File: config.mk
export PLATFORM = sky130hd
export DESIGN_NAME = dds_sample_sequencer
export DESIGN_NICKNAME = d
export VERILOG_FILES = /design/src/rtl/dds_sample_sequencer.sv
export SDC_FILE = /design/constraint.sdc
export NUM_CORES = 1
export LEC_CHECK = 0
export BUFFER_PORTS_ARGS = -buffer_cell sky130_fd_sc_hd__clkbuf_2
export CAP_MARGIN = 20
export CORE_MARGIN = 10
export CORE_UTILIZATION = 40
export CTS_CLUSTER_DIAMETER = 150
export CTS_CLUSTER_SIZE = 16
export DETAILED_ROUTE_END_ITERATION = 8
export HOLD_SLACK_MARGIN = 0.02
export PLACE_DENSITY = 0.7
export SLEW_MARGIN = 25
export SYNTH_ARGS = -nofsm -noshare
export SYNTH_HDL_FRONTEND = slang
export SYNTH_SLANG_ARGS = --single-unit
export TNS_END_PERCENT = 100
File: constraint.sdc
create_clock -name clk -period 2.05 [get_ports clk]
set_input_delay 0.5125 -clock clk [delete_from_list [all_inputs] [get_ports clk]]
set_output_delay 0.5125 -clock clk [all_outputs]
set_load 0.02 [all_outputs]
File: src/rtl/dds_sample_sequencer.sv
// dds_sample_sequencer: voice configuration registers, sample-rate divider and
// the IDLE/SEND0/SEND1 arbiter that shares one SPI DAC serializer between two voices.
// Optional build macro DDS_SEQ_SWEEP_EN: adds a signed per-tick sweep of tune0
// (step written via addresses 7/8); without it those addresses are ignored.
module dds_sample_sequencer #(
    parameter int TUNE_W      = 16,
    parameter int WAVE_W      = 12,
    parameter int DIV_W       = 8,
    parameter int DIV_DEFAULT = 63
) (
    input  logic              clk,
    input  logic              rst_n,
    input  logic              cfg_we,
    input  logic [3:0]        cfg_addr,
    input  logic [7:0]        cfg_wdata,
    output logic [1:0]        voice_ce,
    output logic [TUNE_W-1:0] tune0,
    output logic [TUNE_W-1:0] tune1,
    output logic [2:0]        sel0,
    output logic [2:0]        sel1,
    input  logic [WAVE_W-1:0] wave0_in,
    input  logic [WAVE_W-1:0] wave1_in,
    output logic [15:0]       dac_data,
    output logic              dac_valid,
    input  logic              dac_ready,
    output logic [7:0]        overrun_cnt
);
    typedef enum logic [1:0] {IDLE, SEND0, SEND1} state_t;

    // zero padding between the channel bit and the sample in the DAC word
    localparam int PAD_W = 15 - WAVE_W;

    state_t             state;
    logic [7:0]         t0_lo, t1_lo;
    logic [DIV_W-1:0]   div, cnt;
    logic               run, mono, xfer_mono;
    logic [WAVE_W-1:0]  buf1;
    logic               tick, tick_acc, ovr_clr, div_we;
`ifdef DDS_SEQ_SWEEP_EN
    logic [7:0]         sw_lo;
    logic [TUNE_W-1:0]  step;
`endif

    assign tick     = run && (cnt == div);
    assign tick_acc = tick && (state == IDLE);
    assign div_we   = cfg_we && (cfg_addr == 4'd5);
    assign ovr_clr  = cfg_we && (cfg_addr == 4'd6) && cfg_wdata[2];

    // Config register file; tuning words commit atomically on the HI byte write
    always_ff @(posedge clk) begin
        if (!rst_n) begin
            t0_lo <= '0;
            t1_lo <= '0;
            tune0 <= '0;
            tune1 <= '0;
            sel0  <= '0;
            sel1  <= '0;
            div   <= DIV_W'(DIV_DEFAULT);
            run   <= 1'b0;
            mono  <= 1'b0;
`ifdef DDS_SEQ_SWEEP_EN
            sw_lo <= '0;
            step  <= '0;
`endif
        end else begin
            if (cfg_we) begin
                case (cfg_addr)
                    4'd0: t0_lo <= cfg_wdata;
                    4'd2: t1_lo <= cfg_wdata;
                    4'd3: tune1 <= TUNE_W'({cfg_wdata, t1_lo});
                    4'd4: begin
                        sel0 <= cfg_wdata[2:0];
                        sel1 <= cfg_wdata[5:3];
                    end
                    4'd5: div <= DIV_W'(cfg_wdata);
                    4'd6: begin
                        run  <= cfg_wdata[0];
                        mono <= cfg_wdata[1];
                    end
`ifdef DDS_SEQ_SWEEP_EN
                    4'd7: sw_lo <= cfg_wdata;
                    4'd8: step  <= TUNE_W'({cfg_wdata, sw_lo});
`endif
                    default: ;
                endcase
            end
            // an explicit T0_HI write wins over the sweep step in the same cycle
            if (cfg_we && (cfg_addr == 4'd1))
                tune0 <= TUNE_W'({cfg_wdata, t0_lo});
`ifdef DDS_SEQ_SWEEP_EN
            else if (tick_acc)
                tune0 <= tune0 + step;
`endif
        end
    end

    // Sample-rate divider: counts 0..div, held at 0 while stopped, restarted by a DIV write
    always_ff @(posedge clk) begin
        if (!rst_n || div_we || !run || tick)
            cnt <= '0;
        else
            cnt <= cnt + DIV_W'(1);
    end

    // DAC arbiter; voice 0 goes straight into dac_data, voice 1 waits in buf1
    always_ff @(posedge clk) begin
        if (!rst_n) begin
            state     <= IDLE;
            buf1      <= '0;
            xfer_mono <= 1'b0;
            dac_valid <= 1'b0;
            dac_data  <= '0;
            voice_ce  <= 2'b00;
        end else begin
            voice_ce <= 2'b00;
            case (state)
                IDLE: if (tick) begin
                    buf1      <= wave1_in;
                    xfer_mono <= mono;  // a transfer finishes in the mode it started in
                    voice_ce  <= mono ? 2'b01 : 2'b11;
                    dac_valid <= 1'b1;
                    dac_data  <= {1'b0, {PAD_W{1'b0}}, wave0_in};
                    state     <= SEND0;
                end
                SEND0: if (dac_ready) begin
                    if (xfer_mono) begin
                        dac_valid <= 1'b0;
                        state     <= IDLE;
                    end else begin
                        dac_data <= {1'b1, {PAD_W{1'b0}}, buf1};
                        state    <= SEND1;
                    end
                end
                SEND1: if (dac_ready) begin
                    dac_valid <= 1'b0;
                    state     <= IDLE;
                end
                default: begin
                    dac_valid <= 1'b0;
                    state     <= IDLE;
                end
            endcase
        end
    end

    // Dropped-tick counter, saturating; a clear beats a simultaneous increment
    always_ff @(posedge clk) begin
        if (!rst_n || ovr_clr)
            overrun_cnt <= '0;
        else if (tick && (state != IDLE) && (overrun_cnt != 8'hFF))
            overrun_cnt <= overrun_cnt + 8'd1;
    end
endmodule

# == Word-level counts from Yosys, hierarchy flattened ==
# Cells that the tools add are included.
# totals
ff_bits,114
# classes
n_addsub,2
eq_ne,15
mux,15
n_reduce_logical,28
# ops
operator,count
$mux 16,3
$pmux 16 s2,1
$add 8x1->8 const B,2
$reduce_and 2->1,7
$eq 4x3->1 const B,3
$mux 2,5
$ne 2x2->1 const B,5
$eq 4x2->1 const B,2
$eq 8x8->1,1
$ne 8x8->1 const B,1
$reduce_and 4->1,2
$logic_and 1x1->1,7
$pmux 2 s3,1
$reduce_and 3->1,2
$eq 4x1->1 const B,1
$logic_not 4->1,1
$logic_or 1x1->1,4
$mux 1,4
$reduce_bool 2->1,2
$pmux 1 s3,1
$eq 2x1->1 const B,1
$eq 2x2->1 const B,1
$logic_not 1->1,2
$logic_not 2->1,1

# == Longest topological paths before layout ==
# depth
ltp_word,5
depth_mapped,7

# == Least setup slack after synthesis ==
# Ideal clock, no wire load.
# synth_timing
path_kind,reg-to-reg
startpoint,register cnt[4]
endpoint,register overrun_cnt[3]
setup_time_ps,70
arrival_time_ps,1805
t_required_ps,1980
path_slack_ps,175
path_stages_with_launch,8
cell_sequence,dfxtp_1 inv_2 a221o_1 nor3_4 nand3_2 buf_6 or3_1 a21oi_1
# synth_between
elab_chain_cells,4
# synth_lines
item,line_no,source
start: declaration,35,"logic [DIV_W-1:0] div, cnt;"
start signal: assignment,102,cnt <= cnt + DIV_W'(1);
$eq 8x8->1,44,assign tick = run && (cnt == div);
$logic_and 1x1->1,44,
$logic_and 1x1->1 (2 in series),150,else if (tick && (state != IDLE) && (overrun_cnt != 8'hFF))
end signal: assignment,151,overrun_cnt <= overrun_cnt + 8'd1;
end: declaration,26,output logic [7:0] overrun_cnt
# Every way passes these cells.
# A chain may end at the register's enable or synchronous reset.

# == Worst setup path after layout ==
# layout_timing
startpoint,register cnt[4]
endpoint,register overrun_cnt[5]
# The elaborated chain is that of the path after synthesis.

==> impl_summary.log <==
INFO  metric grt.met1_usage = between 10% and 20%
INFO  metric placement_rows = 38
INFO  metric outcome = completed
INFO  metric final.fill_count = roughly 1000
INFO  metric cts_tree = built
INFO  metric post-cts-setup-buffer-count = 0
INFO  metric routed_length_per_placed_instance = about 15 um
INFO  metric yosys.area_share.simple = 21.1%
INFO  metric post-route-cell-area = approximately 5600 sq um
INFO  metric gr-usage-met2 = 22.8%
INFO  metric start_util = between 40% and 50%
INFO  metric netlist-cell-type-count = 43
INFO  metric capturing_instance_or_port_of_the_critical_path = overrun_cnt[5]$_SDFFE_PP0P_
INFO  metric drive_gt1_share = roughly a quarter
INFO  metric finClkSkew = a little over 0.004 ns
INFO  metric h-tree-depth = 3
INFO  metric max_cap_viol_count = 0
INFO  metric path_depth = 6
INFO  metric critical_path.reg2reg.startpoint = cnt[4]$_SDFF_PP0_
INFO  metric number_of_global_route_vias_before_repair = 3608
INFO  metric gr-total-overflow = 0
INFO  metric crit_path_start_kind = flip-flop
INFO  metric timing.max_slew.rel_slack = between 60% and 70%
INFO  metric drt-initial-drc-count = 126
INFO  metric seq_total_area_yosys = 49.1%
INFO  metric place_congestion = roughly 0.8
INFO  metric final_period_minus_worst_setup_slack = between 1.5 and 2 ns
INFO  metric finalHoldViolations = 0
INFO  metric yosys-mux-area-fraction = between 10 and 15%
INFO  metric timing.critical_path.fanout_max = 10
INFO  metric synth_compound_area_share = between 10% and 20%
INFO  metric setup.worst_path.start = cnt[4]$_SDFF_PP0_
INFO  metric overall_track_demand_over_capacity_in_global_routing = between 10% and 20%
INFO  metric drc = 0
INFO  metric leakagePower = between 2 and 3 nW
INFO  metric r2r_setup_slack = 0.15 ns
INFO  metric critPathSlowestCell = sky130_fd_sc_hd__or4_1
INFO  metric maxSlewViolCount = 0
INFO  metric p_per_area = around 760 nW/um^2
INFO  metric layout.nets = between 600 and 700
INFO  metric dpl-instance-area = around 5200 sq um
INFO  metric flow.area_growth_from_synthesis = 22.9%
INFO  metric critPathMaxStageDelay = roughly 0.5 ns
INFO  metric antenna_left = 0
INFO  metric r2r_cells = 6
INFO  metric crit_path_end_kind = flip-flop
INFO  metric postCtsResizedCells = 0
INFO  metric crit_buf_inv = 1
INFO  metric worstHoldPathType = in2reg
INFO  metric postSynth.asyncResetShare = 0%
INFO  metric criticalPathCategory = reg2reg
INFO  metric critical_path_required = around 2.3 ns
INFO  metric worst_ep_arrival_time = about 2.2 ns
INFO  metric r2r_end = overrun_cnt[5]$_SDFFE_PP0P_
INFO  metric layout_setup_ws = about 0.15 ns
INFO  metric post_synthesis_xor_xnor_area_fraction = 2.52%
INFO  metric syn_area = 4530 sq um
INFO  metric post-place-ws = between 0.15 and 0.2 ns
INFO  metric pin_count = about 110
INFO  metric synthCells = between 400 and 500
INFO  metric grt_util_met3 = 3.54%
INFO  metric clock_path_buffers = 2
INFO  metric unrepaired_setup_endpoints_after_global_routing = no
INFO  metric cts_sinks = about 110
INFO  metric drt_wl_total = 10.7 mm
INFO  metric detailroute.via_count = between 3000 and 4000
INFO  metric max_freq = 525 MHz
INFO  metric synthesized_area_per_cell = around 9.5 sq um
INFO  metric crit_chain = inv_2, a221o_1, nor3_4, nand3_2, or4_1, a21oi_1
INFO  metric synth_top_family_by_area = simple AND/OR/NAND/NOR gates
INFO  metric tritoncts.num_buffers = 9
INFO  metric timing_worst_slew_pin_value = 0.515 ns
INFO  metric route.detailed.vias_per_inst = just under 5
INFO  metric antenna_violations_before_repair = 0
INFO  metric postSynth.topFlopCell = sky130_fd_sc_hd__dfxtp_1
INFO  metric place_inst = 711
INFO  metric largest_net_degree_at_the_start_of_global_routing = 37
INFO  metric final-instance-count-excl-fill = ~730
INFO  metric antenna-diode-count = 0
INFO  metric chipWidth = approximately 130 um
INFO  metric synth_fa_ha_area_share = less than 1%
INFO  metric dp_hpwl = 7.99 mm
INFO  metric layout_worst_path_cycle_share = 92.9%
INFO  metric worst_ir_drop_vdd = 0.348 mV
INFO  metric global_route_wire_length_before_repair = 17.7 mm
INFO  metric io_buffer_count = 101
INFO  metric synth_enable_flop_cells = 0
INFO  metric globalRoute.busiestLayer = met2
INFO  metric core = between 10000 and 15000 sq um
INFO  metric critical_path.top_delay_family = simple AND/OR/NAND/NOR gates
INFO  metric root_buffer = sky130_fd_sc_hd__clkbuf_16
INFO  metric utilization = 50.6%
INFO  metric floorplan.die.height = 126 um
INFO  metric path_clk_slew = approximately 0.070 ns
INFO  metric setup_violations = 0
INFO  metric die-area = 16000 sq um
INFO  metric ctsHoldBuffers = 0
INFO  metric dr.pass1.iters = 4
INFO  metric fin_setup_tns = 0 ns
INFO  metric yosys_warnings = 0
INFO  metric clock_latency = 0.34 ns
INFO  metric synth_seq_cells = about 110
[registers in the layout, indices dropped and copies added (netlist names), 2 cells and up]
name and flops:
state 2, t1_lo 8, voice_ce 2, t0_lo 8, tune0 16, buf1 12, cnt 8, sel0 3
tune1 16, dac_data 13, div 8, sel1 3, overrun_cnt 8
[synthesized netlist by cell type, types with 2 or more instances]
library cell	instances	area, sq um
sky130_fd_sc_hd__nor3_4	2	32.5
sky130_fd_sc_hd__or3_1	2	12.5
sky130_fd_sc_hd__a21boi_0	41	308
sky130_fd_sc_hd__o21ai_0	4	20.0
sky130_fd_sc_hd__nand2_1	100	375
sky130_fd_sc_hd__ha_1	2	25.0
sky130_fd_sc_hd__nor2_1	15	56.3
sky130_fd_sc_hd__buf_4	3	22.5
sky130_fd_sc_hd__and2_1	3	18.8
sky130_fd_sc_hd__o211a_1	12	120
sky130_fd_sc_hd__and3_1	3	18.8
sky130_fd_sc_hd__or4_1	2	15.0
sky130_fd_sc_hd__xnor2_1	8	70.1
sky130_fd_sc_hd__nand3_2	2	20.0
sky130_fd_sc_hd__and3b_1	2	17.5
sky130_fd_sc_hd__buf_1	2	7.51
sky130_fd_sc_hd__nand3_1	15	75.1
sky130_fd_sc_hd__clkbuf_1	20	75.1
sky130_fd_sc_hd__nand4_1	4	25.0
sky130_fd_sc_hd__inv_1	4	15.0
sky130_fd_sc_hd__o31ai_1	2	15.0
sky130_fd_sc_hd__mux2i_1	50	500
sky130_fd_sc_hd__nor3b_1	3	22.5
sky130_fd_sc_hd__dfxtp_1	111	2220
sky130_fd_sc_hd__nor2b_1	36	225
sky130_fd_sc_hd__o21a_1	3	22.5
sky130_fd_sc_hd__xor2_1	5	43.8
sky130_fd_sc_hd__buf_6	2	22.5
sky130_fd_sc_hd__a21oi_1	6	30.0
[where the power goes]
part / switching (W) / total, W / internal (W) / leakage [nW]
clock: 0.000731 / 0.00189 / 0.00116 / 0.165
combinational: 0.000105 / 0.000184 / 0.0000793 / 1.58
sequential: 0.00000722 / 0.00217 / 0.00217 / 0.895
total: 0.000843 / 0.00425 / 0.00341 / 2.64
[metal layers]
| layer | up-vias | wire [um] |
|---|---|---|
| met5 | - | 0 |
| met4 | 0 | 238 |
| met3 | 16 | 475 |
| met2 | 67 | 5370 |
| met1 | 1680 | 4610 |
| li1 | 1814 | - |
[worst reg2reg max path, cell delays in order (launching register included)]
cell and delay, ns:
sky130_fd_sc_hd__dfxtp_1 0.35, sky130_fd_sc_hd__inv_2 0.04, sky130_fd_sc_hd__a221o_1 0.39, sky130_fd_sc_hd__nor3_4 0.22
sky130_fd_sc_hd__nand3_2 0.19, sky130_fd_sc_hd__or4_1 0.50, sky130_fd_sc_hd__a21oi_1 0.14
[cells in the final DEF, fill, tap and decap left out, types with 2 or more instances in the layout]
cell type                   count
sky130_fd_sc_hd__mux2i_1       50
sky130_fd_sc_hd__nand4_1        4
sky130_fd_sc_hd__xnor2_1        8
sky130_fd_sc_hd__o21a_1         3
sky130_fd_sc_hd__clkbuf_16      9
sky130_fd_sc_hd__and3b_1        2
sky130_fd_sc_hd__nand3_2        2
sky130_fd_sc_hd__conb_1         3
sky130_fd_sc_hd__and2_1         3
sky130_fd_sc_hd__nor2_1        15
sky130_fd_sc_hd__nor3b_1        3
sky130_fd_sc_hd__xor2_1         5
sky130_fd_sc_hd__and3_1         3
sky130_fd_sc_hd__ha_1           2
sky130_fd_sc_hd__a21boi_0      41
sky130_fd_sc_hd__o21ai_0        4
sky130_fd_sc_hd__or3_1          2
sky130_fd_sc_hd__nor2b_1       36
sky130_fd_sc_hd__a21oi_1        6
sky130_fd_sc_hd__o211a_1       12
sky130_fd_sc_hd__clkbuf_2     101
sky130_fd_sc_hd__clkbuf_8       3
sky130_fd_sc_hd__bufinv_16      2
sky130_fd_sc_hd__o31ai_1        2
sky130_fd_sc_hd__nor3_4         2
sky130_fd_sc_hd__or4_1          2
sky130_fd_sc_hd__buf_4         17
sky130_fd_sc_hd__nand2_1      100
sky130_fd_sc_hd__nand3_1       15
sky130_fd_sc_hd__dfxtp_1      111
sky130_fd_sc_hd__inv_1          4
[per-stage QoR]
stage                     total power (W)  hold WS (ns)
after floorplan                   0.00232         0.413
after global placement            0.00241         0.450
after detailed placement          0.00241         0.457
after CTS                         0.00430         0.417
after global routing              0.00440         0.441
final                             0.00425         0.427
[area by class of cell]
| cell class | count | area [sq um] | share of cell area [%] |
|---|---|---|---|
| tap | 140 | 175 | 3.15 |
| clock inverter | 3 | 65.1 | 1.17 |
| clock buffer | 12 | 267 | 4.79 |
| inverter | 5 | 18.8 | 0.337 |
| timing repair buffer | 119 | 653 | 11.7 |
| sequential | 111 | 2220 | 40.0 |
| multi-input combinational | 336 | 2160 | 38.9 |
[cell families after synthesis]
kind of cell               Yosys count
buffers and inverters               33
xor gates and xnor gates            13
muxes                               50
DFF                                111
AOI/OAI and AO/OA                   73
and+or+nand+nor                    195
other                                1
adders and majority gates            2
[worst min-delay path by stage]
stage | from | to | slack (ns) | cells after the start
after floorplan | mono$_SDFFE_PN0N_ | voice_ce[1]$_SDFF_PN0_ | 0.41 | 1
after global placement | tune0[12]$_SDFFE_PN0P_ | tune0[12]$_SDFFE_PN0P_ | 0.45 | 2
after detailed placement | t0_lo[7]$_SDFFE_PN0P_ | tune0[7]$_SDFFE_PN0P_ | 0.46 | 2
after CTS | wave1_in[2] | buf1[2]$_SDFFE_PN0P_ | 0.42 | 3
after global routing | wave1_in[10] | buf1[10]$_SDFFE_PN0P_ | 0.44 | 3
final | wave1_in[2] | buf1[2]$_SDFFE_PN0P_ | 0.43 | 3
No activity file was read; power rests on OpenSTA's default activity.
